[config.mk]
export PLATFORM = sky130hd
export DESIGN_NAME = noc_boundary_injector
export DESIGN_NICKNAME = d
export VERILOG_FILES = /design/src/rtl/noc_boundary_injector.sv
export SDC_FILE = /design/constraint.sdc
export NUM_CORES = 1
export LEC_CHECK = 0
export BUFFER_PORTS_ARGS = -buffer_cell sky130_fd_sc_hd__buf_4
export CAP_MARGIN = 25
export CORE_MARGIN = 8
export CORE_UTILIZATION = 52
export DETAILED_ROUTE_END_ITERATION = 10
export GPL_ROUTABILITY_DRIVEN = 0
export HOLD_SLACK_MARGIN = 0.03
export PLACE_DENSITY = 0.73
export SETUP_SLACK_MARGIN = 0.4
export SLEW_MARGIN = 20
export SYNTH_ARGS = -nofsm -noshare
export SYNTH_HDL_FRONTEND = slang
export SYNTH_SLANG_ARGS = --single-unit
[constraint.sdc]
create_clock -name clk -period 3.1 [get_ports clk]
set_clock_uncertainty 0.1 [all_clocks]
set_input_delay 0.93 -clock clk [delete_from_list [all_inputs] [get_ports clk]]
set_output_delay 0.93 -clock clk [all_outputs]
set_load 0.02 [all_outputs]
[src/rtl/noc_boundary_injector.sv]
// Boundary-router flit injector: buffers source flits, frames packets from the header length
// and spends downstream credits. Define NOC_INJECTOR_DEST_CHECK_EN to drop on-chip headers with bad x/y.
module noc_boundary_injector #(
    parameter int FIFO_DEPTH = 4,
    parameter int CREDITS    = 4,
    parameter int X_TILES    = 1,
    parameter int Y_TILES    = 1,
    parameter int CHIP_ID    = 0
) (
    input  logic                         clk,
    input  logic                         rst_n,
    input  logic [63:0]                  src_data,
    input  logic                         src_val,
    output logic                         src_rdy,
    output logic [63:0]                  noc_data_out,
    output logic                         noc_valid_out,
    input  logic                         noc_yummy_in,
    output logic [$clog2(CREDITS+1)-1:0] credits,
    output logic                         in_packet,
    output logic [31:0]                  pkt_count,
    output logic                         credit_err
`ifdef NOC_INJECTOR_DEST_CHECK_EN
    ,
    output logic                         dest_err
`endif
);
    localparam int AW = (FIFO_DEPTH > 1) ? $clog2(FIFO_DEPTH) : 1;
    localparam int OW = $clog2(FIFO_DEPTH + 1);
    localparam int CW = $clog2(CREDITS + 1);
    localparam logic [CW-1:0] CRED_MAX  = CW'(CREDITS);
    localparam logic [OW-1:0] FIFO_FULL = OW'(FIFO_DEPTH);

`ifdef NOC_INJECTOR_DEST_CHECK_EN
    typedef enum logic [1:0] { ST_HEAD, ST_BODY, ST_DROP } state_e;
`else
    typedef enum logic [1:0] { ST_HEAD, ST_BODY } state_e;
`endif

    logic [63:0]   mem_q [FIFO_DEPTH];
    logic [AW-1:0] wrPtr_q, rdPtr_q;
    logic [OW-1:0] occ_q, occ_d;
    state_e        state_q, state_d;
    logic [7:0]    remaining_q, remaining_d;
    logic          inPacket_q, inPacket_d;
    logic [31:0]   pktCount_q, pktCount_d;
    logic [CW-1:0] credits_q, credits_d;
    logic          creditErr_q, creditErr_d;
    logic          nocValid_q;
    logic [63:0]   nocData_q;

    logic          fifoEmpty, push, pop, doSend, doDrop;
    logic [63:0]   headFlit;
    logic [7:0]    headLen;

    assign fifoEmpty = (occ_q == '0);
    assign src_rdy   = (occ_q != FIFO_FULL);
    assign push      = src_val && src_rdy;
    assign pop       = doSend || doDrop;
    assign headFlit  = mem_q[rdPtr_q];
    assign headLen   = headFlit[29:22];

`ifdef NOC_INJECTOR_DEST_CHECK_EN
    logic [13:0] headChip;
    logic [7:0]  headX, headY;
    logic        headIllegal, dropHeader, destErr_q;

    assign headChip    = headFlit[63:50];
    assign headX       = headFlit[49:42];
    assign headY       = headFlit[41:34];
    assign headIllegal = (headChip == 14'(CHIP_ID)) &&
                         ((int'(headX) >= X_TILES) || (int'(headY) >= Y_TILES));
    assign dropHeader  = doDrop && (state_q == ST_HEAD);
    assign dest_err    = destErr_q;
`endif

    always_comb begin
        state_d     = state_q;
        remaining_d = remaining_q;
        inPacket_d  = inPacket_q;
        pktCount_d  = pktCount_q;
        doSend      = 1'b0;
        doDrop      = 1'b0;
        case (state_q)
            ST_HEAD: begin
                if (!fifoEmpty) begin
`ifdef NOC_INJECTOR_DEST_CHECK_EN
                    if (headIllegal) begin
                        doDrop = 1'b1;
                        if (headLen != 8'd0) begin
                            remaining_d = headLen;
                            state_d     = ST_DROP;
                        end
                    end else
`endif
                    if (credits_q != '0) begin
                        doSend = 1'b1;
                        if (headLen == 8'd0) begin
                            pktCount_d = pktCount_q + 32'd1;
                        end else begin
                            remaining_d = headLen;
                            inPacket_d  = 1'b1;
                            state_d     = ST_BODY;
                        end
                    end
                end
            end
            ST_BODY: begin
                if (!fifoEmpty && (credits_q != '0)) begin
                    doSend      = 1'b1;
                    remaining_d = remaining_q - 8'd1;
                    if (remaining_q == 8'd1) begin
                        pktCount_d = pktCount_q + 32'd1;
                        inPacket_d = 1'b0;
                        state_d    = ST_HEAD;
                    end
                end
            end
`ifdef NOC_INJECTOR_DEST_CHECK_EN
            // Dropped body flits drain at one per cycle without touching credits.
            ST_DROP: begin
                if (!fifoEmpty) begin
                    doDrop      = 1'b1;
                    remaining_d = remaining_q - 8'd1;
                    if (remaining_q == 8'd1) state_d = ST_HEAD;
                end
            end
`endif
            default: state_d = ST_HEAD;
        endcase
    end

    // A send and a returned credit in the same cycle cancel out.
    always_comb begin
        credits_d   = credits_q;
        creditErr_d = creditErr_q;
        if (doSend && !noc_yummy_in) begin
            credits_d = credits_q - 1'b1;
        end else if (!doSend && noc_yummy_in) begin
            if (credits_q == CRED_MAX) creditErr_d = 1'b1;
            else                       credits_d   = credits_q + 1'b1;
        end
    end

    always_comb begin
        occ_d = occ_q;
        if (push && !pop)      occ_d = occ_q + 1'b1;
        else if (!push && pop) occ_d = occ_q - 1'b1;
    end

    always_ff @(posedge clk) begin
        if (push) mem_q[wrPtr_q] <= src_data;
    end

    always_ff @(posedge clk or negedge rst_n) begin
        if (!rst_n) begin
            wrPtr_q     <= '0;
            rdPtr_q     <= '0;
            occ_q       <= '0;
            state_q     <= ST_HEAD;
            remaining_q <= 8'd0;
            inPacket_q  <= 1'b0;
            pktCount_q  <= 32'd0;
            credits_q   <= CRED_MAX;
            creditErr_q <= 1'b0;
            nocValid_q  <= 1'b0;
            nocData_q   <= 64'd0;
        end else begin
            if (push) wrPtr_q <= wrPtr_q + 1'b1;
            if (pop)  rdPtr_q <= rdPtr_q + 1'b1;
            occ_q       <= occ_d;
            state_q     <= state_d;
            remaining_q <= remaining_d;
            inPacket_q  <= inPacket_d;
            pktCount_q  <= pktCount_d;
            credits_q   <= credits_d;
            creditErr_q <= creditErr_d;
            nocValid_q  <= doSend;
            if (doSend) nocData_q <= headFlit;
        end
    end

`ifdef NOC_INJECTOR_DEST_CHECK_EN
    always_ff @(posedge clk or negedge rst_n) begin
        if (!rst_n)          destErr_q <= 1'b0;
        else if (dropHeader) destErr_q <= 1'b1;
    end

`ifndef SYNTHESIS
    always_ff @(posedge clk) begin
        if (rst_n && dropHeader)
            $display("noc_boundary_injector: illegal destination x=%0d y=%0d", headX, headY);
    end
`endif
`endif

    assign noc_valid_out = nocValid_q;
    assign noc_data_out  = nocData_q;
    assign credits       = credits_q;
    assign in_packet     = inPacket_q;
    assign pkt_count     = pktCount_q;
    assign credit_err    = creditErr_q;

endmodule

==> run_results.csv, run 1 <==
group,metric,value,unit
outcome,outcome,"finished clean",
timing,timing.final.max_slew_violations,0,
routing,detail_route.wirelength,30500,um
cts,root_driver,"clkbuf_16",
die,die_area,0.0336,sq mm
final_layout,final_cell_count_no_fill,1490,
logic_synthesis,synth_top_area_cell,"edfxtp_1",
pwr,power_density_normalized_to_cell_area,1010,mW/mm^2
routing,antenna_violating_nets_post_route,0,
final_layout,drive_above_1_share,31.6,%
worst_setup_path,critPathArrivalTime,1510,ps
global_route,global_route_wire_length_before_repair,47800,um
worst_setup_path,timing.critical_path.slowest_stage_cell,"dfrtp_1",
pwr,design_power_total,17900,uW
die,floorplan.initialDensity,52.6,%
cts,cts_inserted_buffers,38,
worst_setup_path,critical_path.cell_chain,"nor2_1 -> nand2_1 -> buf_4",
placed_design,io_buffers,170,
cts,tritoncts,"done",
worst_setup_path,criticalPathCategory,"reg2out",
logic_synthesis,syn_area,0.0146,sq mm
timing,finalCriticalPeriod,2540,ps
logic_synthesis,post-synth-top-area-fraction,52.8,%
logic_synthesis,yosys.cell_types.count,55,
global_route,grtUsageTotal,18.3,%
global_route,grt_max_degree,78,
cts,cts.sinks,373,
routing,dr_total_vias,8111,
worst_setup_path,maximum_fanout_along_the_worst_path,6,
timing,setup_tns,0,ps
logic_synthesis,synth_seq_cells,373,
final_layout,sequential_cell_area,0.0106,sq mm
final_layout,areaGrowthSynthToFinish,21.8,%
global_route,grt_pass1_vias,8712,
cts,h-tree-depth,2,
routing,dr.first_iter.drc_count,550,
worst_setup_path,critical_path.startpoint_type,"flop",
logic_synthesis,syn-instance-count,885,
timing,final_hold_viol_count,0,
routing,route.detailed.drc,0,
final_layout,layout.core_utilization,64.0,%
timing,timing.final.crit_share,81.8,%
timing,max_freq,394,MHz
logic_synthesis,synth_ff_type,"edfxtp_1",
routing,wl_cell,20.5,um
pwr,leakage,0.00706,uW
worst_setup_path,worstPathRequired,2070,ps
logic_synthesis,synth_enable_flop_cells,256,
die,core.rowCount,61,
timing,worst-slew-pin-transition,922,ps
logic_synthesis,synth_area_leaders,"edfxtp_1 53%, dfrtp_1 20%, mux4_2 9.9%",
placed_design,dp_cells,1418,
placed_design,hpwl,19000,um
placed_design,placement.cell_area,0.0164,sq mm
die,core_area,0.0277,sq mm
die,io_pins,171,
routing,drtPass1Iterations,4,
worst_hold_path,hold_path.class,"in2async",
final_layout,final.fill_count,1948,
final_layout,fin_nets,1163,
global_route,global_route.overflow_total,0,
logic_synthesis,synth.yosys.seq_area_share,72.9,%
worst_setup_path,endpoint_kind,"primary output",
pwr,peakVddDrop,0.627,mV
logic_synthesis,yosysWarnings,0,
final_layout,postLayoutCellArea,0.0177,sq mm
logic_synthesis,synth.avg_cell_area,16.5,sq um
cts,post_cts_buffers,0,
die,die_width,183,um
cts,cts.reportedPaths.clkPinSlew,60,ps
die,chipHeight,183,um
cts,max-clock-path-buffers,3,
logic_synthesis,syn_nets,965,
worst_setup_path,worst_path_largest_cell_delay,460,ps
logic_synthesis,ys_async_sr_fraction,31.4,%
timing,unrepaired_setup_endpoints_after_global_routing,"no",
cts,worstSkewPairLatency,520,ps
job,drv.max_cap_violation_count,0,
global_route,antenna_violations_before_repair,2,
timing,setup-violations-final,0,
routing,routed_via_density,5.44,
final_layout,multi_input_area,0.00376,sq mm
cts,hold_buffers,0,
timing,worst_slew_margin_rel,38.6,%
cts,post_cts_resized,0,
cell families (layout without fill, tap and decap cells):
kind of cell	after synthesis	in the layout	share of synthesized area [%]
flip-flops	373	373	72.9
AND/OR/NAND/NOR	301	301	9.94
multiplexers	67	67	10.1
buffers and inverters	52	278	1.52
AO/OA/AOI/OAI	42	42	2.10
XOR/XNOR	38	38	2.29
adder cells (fa/ha/maj)	12	12	1.13
other	0	1	0
per-layer routing:
metal	vias to the layer above	global-route usage, %	share of wire, %
li1	3704	-	-
met1	4104	23.0	41
met2	251	31.2	50
met3	48	5.26	7.6
met4	4	4.07	1.7
met5	-	0	0.088
cell type report:
type	count	area share (%)
flip-flops and latches	373	59.9
clock buffers	47	5.84
inverters	14	0.296
well taps	378	2.67
multi-input cells	460	21.2
diodes	1	0.0141
repair buffers	196	8.74
clock inverters	21	1.35
through the flow:
| stage | hold slack, ps | setup slack (ps) |
|---|---|---|
| 6_report | 210 | 565 |
| 5_1_grt | 210 | 408 |
| 4_1_cts | 201 | 495 |
| 3_5_place_dp | 363 | 502 |
| 3_3_place_gp | 359 | 554 |
| 2_1_floorplan | 396 | 440 |
state kept, by name, summed over array words and instances, names as in the netlist:
signal	cells
in_packet	1
remaining_q	8
credits	3
noc_valid_out	1
credit_err	1
noc_data_out	64
pkt_count	32
rdPtr_q	2
wrPtr_q	2
mem_q	256
occ_q	3
synth_stat cells, types with 4 or more instances:
| master | n |
|---|---|
| xor2_1 | 34 |
| o31ai_1 | 4 |
| nand3_1 | 9 |
| nor4b_2 | 5 |
| or3_1 | 4 |
| nor3_1 | 22 |
| and3_1 | 7 |
| edfxtp_1 | 256 |
| buf_2 | 6 |
| nand4_1 | 6 |
| xnor2_1 | 4 |
| mux4_2 | 64 |
| nor4_2 | 7 |
| inv_1 | 13 |
| a21oi_1 | 6 |
| buf_1 | 8 |
| nor2_1 | 8 |
| nor3b_1 | 5 |
| clkbuf_1 | 21 |
| ha_1 | 10 |
| o21ai_0 | 12 |
| dfrtp_1 | 116 |
| nand2_1 | 211 |
worst max-delay path: cells and delay by family, from the launching register on:
kind | cells | cell delay, ps
buffers and inverters | 1 | 210
DFF | 1 | 460
and+or+nand+nor | 2 | 330
where the power goes:
part | internal [uW] | total, uW | switching (uW)
clock network | 2800 | 4610 | 1810
registers | 6720 | 7450 | 735
logic | 2470 | 5850 | 3380
placed cells by master (no fill, tap or decap), types with 4 or more instances in the layout:
master	Yosys	final
dfrtp_1	116	114
nor4_2	7	7
nor2_1	8	7
bufinv_16	0	5
or3_1	4	4
and3_4	0	4
clkinv_1	1	6
clkbuf_1	21	5
inv_1	13	12
nand2_1	211	211
nor3_1	22	20
xnor2_1	4	4
nand3_1	9	9
edfxtp_1	256	256
nor3b_1	5	5
mux4_2	64	64
a21oi_1	6	6
buf_12	0	6
o31ai_1	4	4
o21ai_0	12	12
clkbuf_16	0	39
xor2_1	34	34
clkinv_2	0	6
nor4b_2	5	5
buf_4	1	189
ha_1	10	10
nand4_1	6	6
worst paths after layout:
check,startpoint,end,slack [ps],depth (start not counted)
setup / recovery,occ_q[0],src_rdy,560,3
hold / removal,rst_n,pkt_count[20],210,1
setup reg to reg,rdPtr_q[0],pkt_count[1],580,5
hold reg to reg,credit_err,credit_err,370,1
max in group asynchronous,rst_n,rdPtr_q[0],1970,2
min in group clk,credit_err,credit_err,370,1
No activity file was read; power rests on OpenSTA's default activity.
==> inputs of run 2 (changes only) <==
clock period = 2.3 ns   (was 3.1 ns; I/O delays follow)
==> run 2 against run 1 <==
Compared with the run above:
- the run now ends with negative setup slack left
- total power grew 45%
- final area grew 8.6%
- global-route usage grew 0.94 points
- cell count grew 6.6%
- sequential share of layout area shrank 4.7 points
- largest power group unchanged
==> run_results.csv, run 2 (synthesis results as in run 1) <==
group,metric,value,unit
final_layout,largest-register,"mem_q",
placed_design,placement.cell_area,0.0170,sq mm
worst_hold_path,hold_path.class,"in2reg",
worst_setup_path,r2r.worst_path.cells,7,
die,die_area,0.0336,sq mm
worst_setup_path,critical_path.startpoint_type,"flop",
worst_setup_path,worst_path_dominant_cell_family,"simple AND/OR/NAND/NOR gates",
final_layout,final.fill_count,1802,
final_layout,postLayoutCellArea,0.0193,sq mm
timing,setup-violations-final,41,
placed_design,io_buffers,170,
global_route,antenna_violations_before_repair,2,
pwr,power_density_normalized_to_cell_area,1340,mW/mm^2
worst_hold_path,min_delay_path_depth,1,
worst_setup_path,critPathBufInv,2,
timing,setup_ws,-304,ps
cts,worstSkewPairLatency,530,ps
routing,dr.first_iter.drc_count,569,
die,floorplan.initialDensity,52.6,%
final_layout,antenna_diode_instance_count,0,
timing,setup_tns,-7270,ps
pwr,peakVddDrop,1.02,mV
worst_setup_path,timing.critical_path.slowest_stage_cell,"dfrtp_4",
timing,timing.final.max_slew_violations,0,
cts,max-clock-path-buffers,3,
global_route,global_route.overflow_total,0,
die,core_area,0.0277,sq mm
global_route,grt_pass1_vias,8992,
outcome,failing_checks,"negative setup slack",
placed_design,dp_cells,1462,
routing,dr_total_vias,8545,
worst_setup_path,maximum_fanout_along_the_worst_path,10,
final_layout,drive_above_1_share,40.9,%
die,chipHeight,183,um
timing,max_freq,384,MHz
die,core.rowCount,61,
cts,root_driver,"clkbuf_16",
pwr,leakage,0.00769,uW
cts,cts_inserted_buffers,39,
cts,h-tree-depth,2,
worst_setup_path,timing.critical_path.depth,7,
routing,routed_via_density,5.38,
worst_setup_path,critical_path.cell_chain,"buf_4 -> mux4_2 -> nor4_4 -> a21oi_4 -> buf_12 -> nor4b_4 -> xor2_1",
routing,detail_route.wirelength,33000,um
final_layout,fin_nets,1260,
die,io_pins,171,
worst_setup_path,worst_path_largest_cell_delay,530,ps
cts,cts.reportedPaths.clkPinSlew,60,ps
timing,timing.final.crit_share,113,%
timing,final_hold_viol_count,0,
placed_design,hpwl,19600,um
cts,cts.sinks,373,
timing,unrepaired_setup_endpoints_after_global_routing,"yes",
final_layout,layout.cells.most_common,"edfxtp_1",
timing,worst-slew-pin-transition,591,ps
final_layout,layout.cells.most_common_list,"256 x edfxtp_1, 210 x buf_4, 209 x nand2_1",
worst_setup_path,worstPathRequired,2620,ps
pwr,design_power_total,25900,uW
routing,wl_cell,20.8,um
routing,route.detailed.drc,0,
cts,tritoncts,"done",
global_route,grtUsageTotal,19.2,%
final_layout,areaGrowthSynthToFinish,32.3,%
job,drv.max_cap_violation_count,0,
worst_setup_path,endpoint_kind,"flop",
routing,drtPass1Iterations,5,
outcome,outcome,"complete, but fails checks",
timing,finalCriticalPeriod,2600,ps
final_layout,final_cell_count_no_fill,1588,
die,die_width,183,um
timing,worst_slew_margin_rel,60.0,%
routing,antenna_violating_nets_post_route,0,
final_layout,largest_register_ff_count,256,
worst_setup_path,critPathArrivalTime,2920,ps
global_route,global_route_wire_length_before_repair,50100,um
global_route,grt_max_degree,78,
worst_setup_path,criticalPathCategory,"reg2reg",
run 2: where the power goes:
part | switching (uW) | internal [uW]
registers | 840 | 9070
clock network | 2490 | 3670
logic | 5300 | 4530
total | 8640 | 17300
run 2: metal layers:
layer | part of all wire, % | GRT usage (%) | vias up
met4 | 1.9 | 5.11 | 4
met1 | 41 | 25.0 | 4334
met2 | 50 | 31.6 | 252
met5 | 0.082 | 0 | -
met3 | 6.9 | 5.28 | 56
li1 | - | - | 3899
run 2: worst paths after layout:
| path | from | slack, ps | endpoint |
|---|---|---|---|
| worst min register to register | noc_data_out[5] | 370 | noc_data_out[5] |
| worst max-delay path | rdPtr_q[0] | -300 | pkt_count[15] |
| worst max register to register | rdPtr_q[0] | -300 | pkt_count[15] |
| worst min-delay path | src_data[28] | 260 | mem_q[1][28] |
| min in group asynchronous | rst_n | 530 | credit_err |
| max in group asynchronous | rst_n | 950 | rdPtr_q[1] |
run 2: through the flow:
step	utilization, %	setup WS, ps	hold slack (ps)
finish	69.6	-304	261
global route	69.6	-410	244
CTS	68.2	-260	239
detailed placement	61.5	-253	363
global placement	61.5	-164	358
floorplan	-	-19.9	294
run 2: worst reg2reg max path: cells and delay by family (launching register included):
kind / cells / cell delay [ps]
AO/OA/AOI/OAI: 1 / 170
XOR/XNOR: 1 / 220
buffers and inverters: 2 / 350
flip-flops: 1 / 530
multiplexers: 1 / 470
AND/OR/NAND/NOR: 2 / 670
run 2: cell type report:
| type | count | area (sq um) | area share, % |
|---|---|---|---|
| Clock buffer | 53 | 1050 | 5.44 |
| Clock inverter | 18 | 223 | 1.16 |
| Inverter | 14 | 60.1 | 0.312 |
| Multi-Input combinational cell | 460 | 4110 | 21.3 |
| Sequential cell | 373 | 10600 | 55.2 |
| Tap cell | 378 | 473 | 2.45 |
| Timing Repair Buffer | 292 | 2720 | 14.1 |
run 2: timing repair:
action	CTS	global route
pin swaps	25	9
hold buffers	1	0
hold endpoints to repair	25	0
cloned	0	2
endpoints found under the setup margin	120	127
gates resized for setup	71	49
setup buffers	35	17
==> inputs of run 3 (changes only) <==
CELL_PAD_IN_SITES_DETAIL_PLACEMENT = 2   (was unset)
CELL_PAD_IN_SITES_GLOBAL_PLACEMENT = 2   (was unset)
CORE_UTILIZATION = 38   (was 52)
==> run 3 against run 2 <==
Compared with the run above:
- the flow still finishes with violations (negative setup slack)
- count of clock-buffer cells in the layout grew 4
- setup slack lost 150 ps
- via count grew 10%
- non-clock buffer count grew 72
- total power grew 13%
- critical path type unchanged
- critical endpoint is now pkt_count[13]
- largest power group is now combinational cells
==> run_results.csv, run 3 (synthesis results as in run 1) <==
group,metric,value,unit
pwr,peakVddDrop,0.776,mV
pwr,pwr-share-clk,22.0,%
placed_design,dp_cells,1603,
pwr,p_int,18800,uW
routing,detail_route.wirelength,50100,um
worst_setup_path,critical_path.reg2reg.startpoint,"rdPtr_q[0]",
global_route,global_route_wire_length_before_repair,67400,um
pwr,leakage,0.00828,uW
die,chipHeight,212,um
worst_setup_path,crit_path_start,"rdPtr_q[0]",
pwr,power_frac_comb,43.7,%
final_layout,largest-register,"mem_q",
worst_setup_path,worstPathRequired,2660,ps
final_layout,layout.cells.most_common_list,"256 x edfxtp_1, 215 x buf_4, 181 x nand2_1",
final_layout,largest_register_ff_count,256,
outcome,outcome,"complete, but fails checks",
cts,h-tree-depth,2,
routing,drtPass1Iterations,4,
timing,timing.final.crit_share,120,%
timing,timing.hold.ws,242,ps
final_layout,antenna_diode_instance_count,0,
job,drv.max_cap_violation_count,0,
routing,dr.first_iter.drc_count,461,
worst_hold_path,worst_hold_startpoint,"src_data[55]",
global_route,antenna_violations_before_repair,3,
cts,root_driver,"clkbuf_16",
timing,max_freq,363,MHz
timing,finalCriticalPeriod,2750,ps
routing,routed_via_density,5.23,
worst_setup_path,endpoint_kind,"flop",
worst_setup_path,maximum_fanout_along_the_worst_path,5,
placed_design,io_buffers,170,
timing,setup_tns,-13820,ps
die,core.rowCount,71,
global_route,grtUsageTotal,19.9,%
worst_setup_path,criticalPathCategory,"reg2reg",
worst_setup_path,r2r.worst_path.cells,9,
worst_hold_path,hold_path.class,"in2reg",
die,die_area,0.0448,sq mm
pwr,power_density_normalized_to_cell_area,1420,mW/mm^2
final_layout,layout.core_utilization,55.0,%
final_layout,final_cell_count_no_fill,1798,
die,floorplan.initialDensity,38.7,%
timing,worst-slew-pin-transition,568,ps
pwr,switching_share,35.8,%
pwr,p_sw,10500,uW
final_layout,fin_nets,1335,
outcome,failing_checks,"negative setup slack",
cts,cts.reportedPaths.clkPinSlew,70,ps
timing,worst_slew_margin_rel,62.1,%
cts,worstSkewPairLatency,550,ps
die,core_area,0.0377,sq mm
timing,final_hold_viol_count,0,
timing,setup-violations-final,41,
pwr,sequentialPowerShare,34.4,%
routing,antenna_violating_nets_post_route,0,
global_route,grt_max_degree,47,
timing,unrepaired_setup_endpoints_after_global_routing,"yes",
final_layout,areaGrowthSynthToFinish,42.1,%
cts,tritoncts,"done",
cts,cts_inserted_buffers,41,
routing,route.detailed.drc,0,
worst_setup_path,critPathArrivalTime,3110,ps
worst_hold_path,min_delay_path_depth,1,
global_route,grt_pass1_vias,10700,
timing,timing.final.max_slew_violations,0,
timing,setup_ws,-454,ps
routing,dr_total_vias,9407,
final_layout,final.fill_count,3401,
cts,max-clock-path-buffers,3,
placed_design,dp_worst_setup_slack,-362,ps
routing,wl_cell,27.8,um
final_layout,drive_above_1_share,46.2,%
placed_design,hpwl,26700,um
die,io_pins,171,
cts,cts.sinks,373,
global_route,global_route.overflow_total,0,
die,die_width,212,um
final_layout,layout.cells.most_common,"edfxtp_1",
worst_setup_path,critical_path.startpoint_type,"flop",
## run 3: cell count changes in the layout (fill, tap and decap cells not counted), moves of 5 or more
| cell | change |
|---|---|
| nand2_2 | +23 |
| buf_16 | +9 |
| nand2_1 | -28 |
| nand2_4 | +5 |
| nor3_4 | +7 |
| clkbuf_16 | +14 |
| nor3_2 | -8 |
| buf_6 | +47 |
| clkinv_1 | +5 |
| buf_4 | +5 |
## run 3: worst paths after layout
path / end / slack [ps]
max: pkt_count[13] / -450
min: mem_q[1][55] / 240
max reg2reg: pkt_count[13] / -450
min reg2reg: noc_data_out[46] / 380
max in group asynchronous: pkt_count[0] / 910
min in group asynchronous: pkt_count[20] / 560
## run 3: stage by stage
stage               total power (uW)  cell area [sq um]
floorplan                      15400              14800
global route                   30600              20700
finish                         29300              20700
detailed placement             19400              17200
global placement               18900              17200
CTS                            27600              19800
## run 3: layout make-up
| class | instances | area, sq um | share of cell area [%] |
|---|---|---|---|
| Timing Repair Buffer | 364 | 3800 | 18.4 |
| Clock buffer | 57 | 1110 | 5.34 |
| Tap cell | 511 | 639 | 3.09 |
| Sequential cell | 373 | 10600 | 51.4 |
| Inverter | 14 | 60.1 | 0.290 |
| Multi-Input combinational cell | 461 | 4270 | 20.6 |
| Clock inverter | 18 | 186 | 0.901 |
## run 3: worst max-delay path, cell delays in order (launching register included)
cell     delay (ps)
dfrtp_4         520
buf_6           140
buf_4           120
mux4_2          470
nor4_4          280
buf_6           170
a21oi_4         140
buf_6           170
nor4b_4         320
xor2_1          200
## run 3: routing by layer
| metal | share of wire (%) | track usage, % | wire, um | up-vias |
|---|---|---|---|---|
| met5 | 0.078 | 0 | 39 | - |
| met4 | 1.5 | 5.49 | 772 | 6 |
| met3 | 4.8 | 4.29 | 2420 | 57 |
| met2 | 54 | 35.6 | 27000 | 242 |
| met1 | 40 | 24.0 | 19900 | 5052 |
| li1 | - | - | - | 4050 |
## run 3: repair_timing
| action | 4_1_cts | 5_1_grt |
|---|---|---|
| gates resized for setup | 164 | 72 |
| hold buffers | 1 | 0 |
| cloned | 6 | 17 |
| pin swaps | 53 | 34 |
| endpoints found under the hold margin | 35 | 0 |
| setup endpoints to repair | 166 | 420 |
| buffers inserted | 66 | 30 |
## run 3: power groups by stage
stage | Sequential, uW | Clock (uW) | Combinational (uW)
finish | 10100 | 6450 | 12800
global route | 10200 | 6790 | 13600
CTS | 10000 | 6510 | 11100
detailed placement | 10100 | 0 | 9310
global placement | 9960 | 0 | 8920
floorplan | 10600 | 0 | 4750
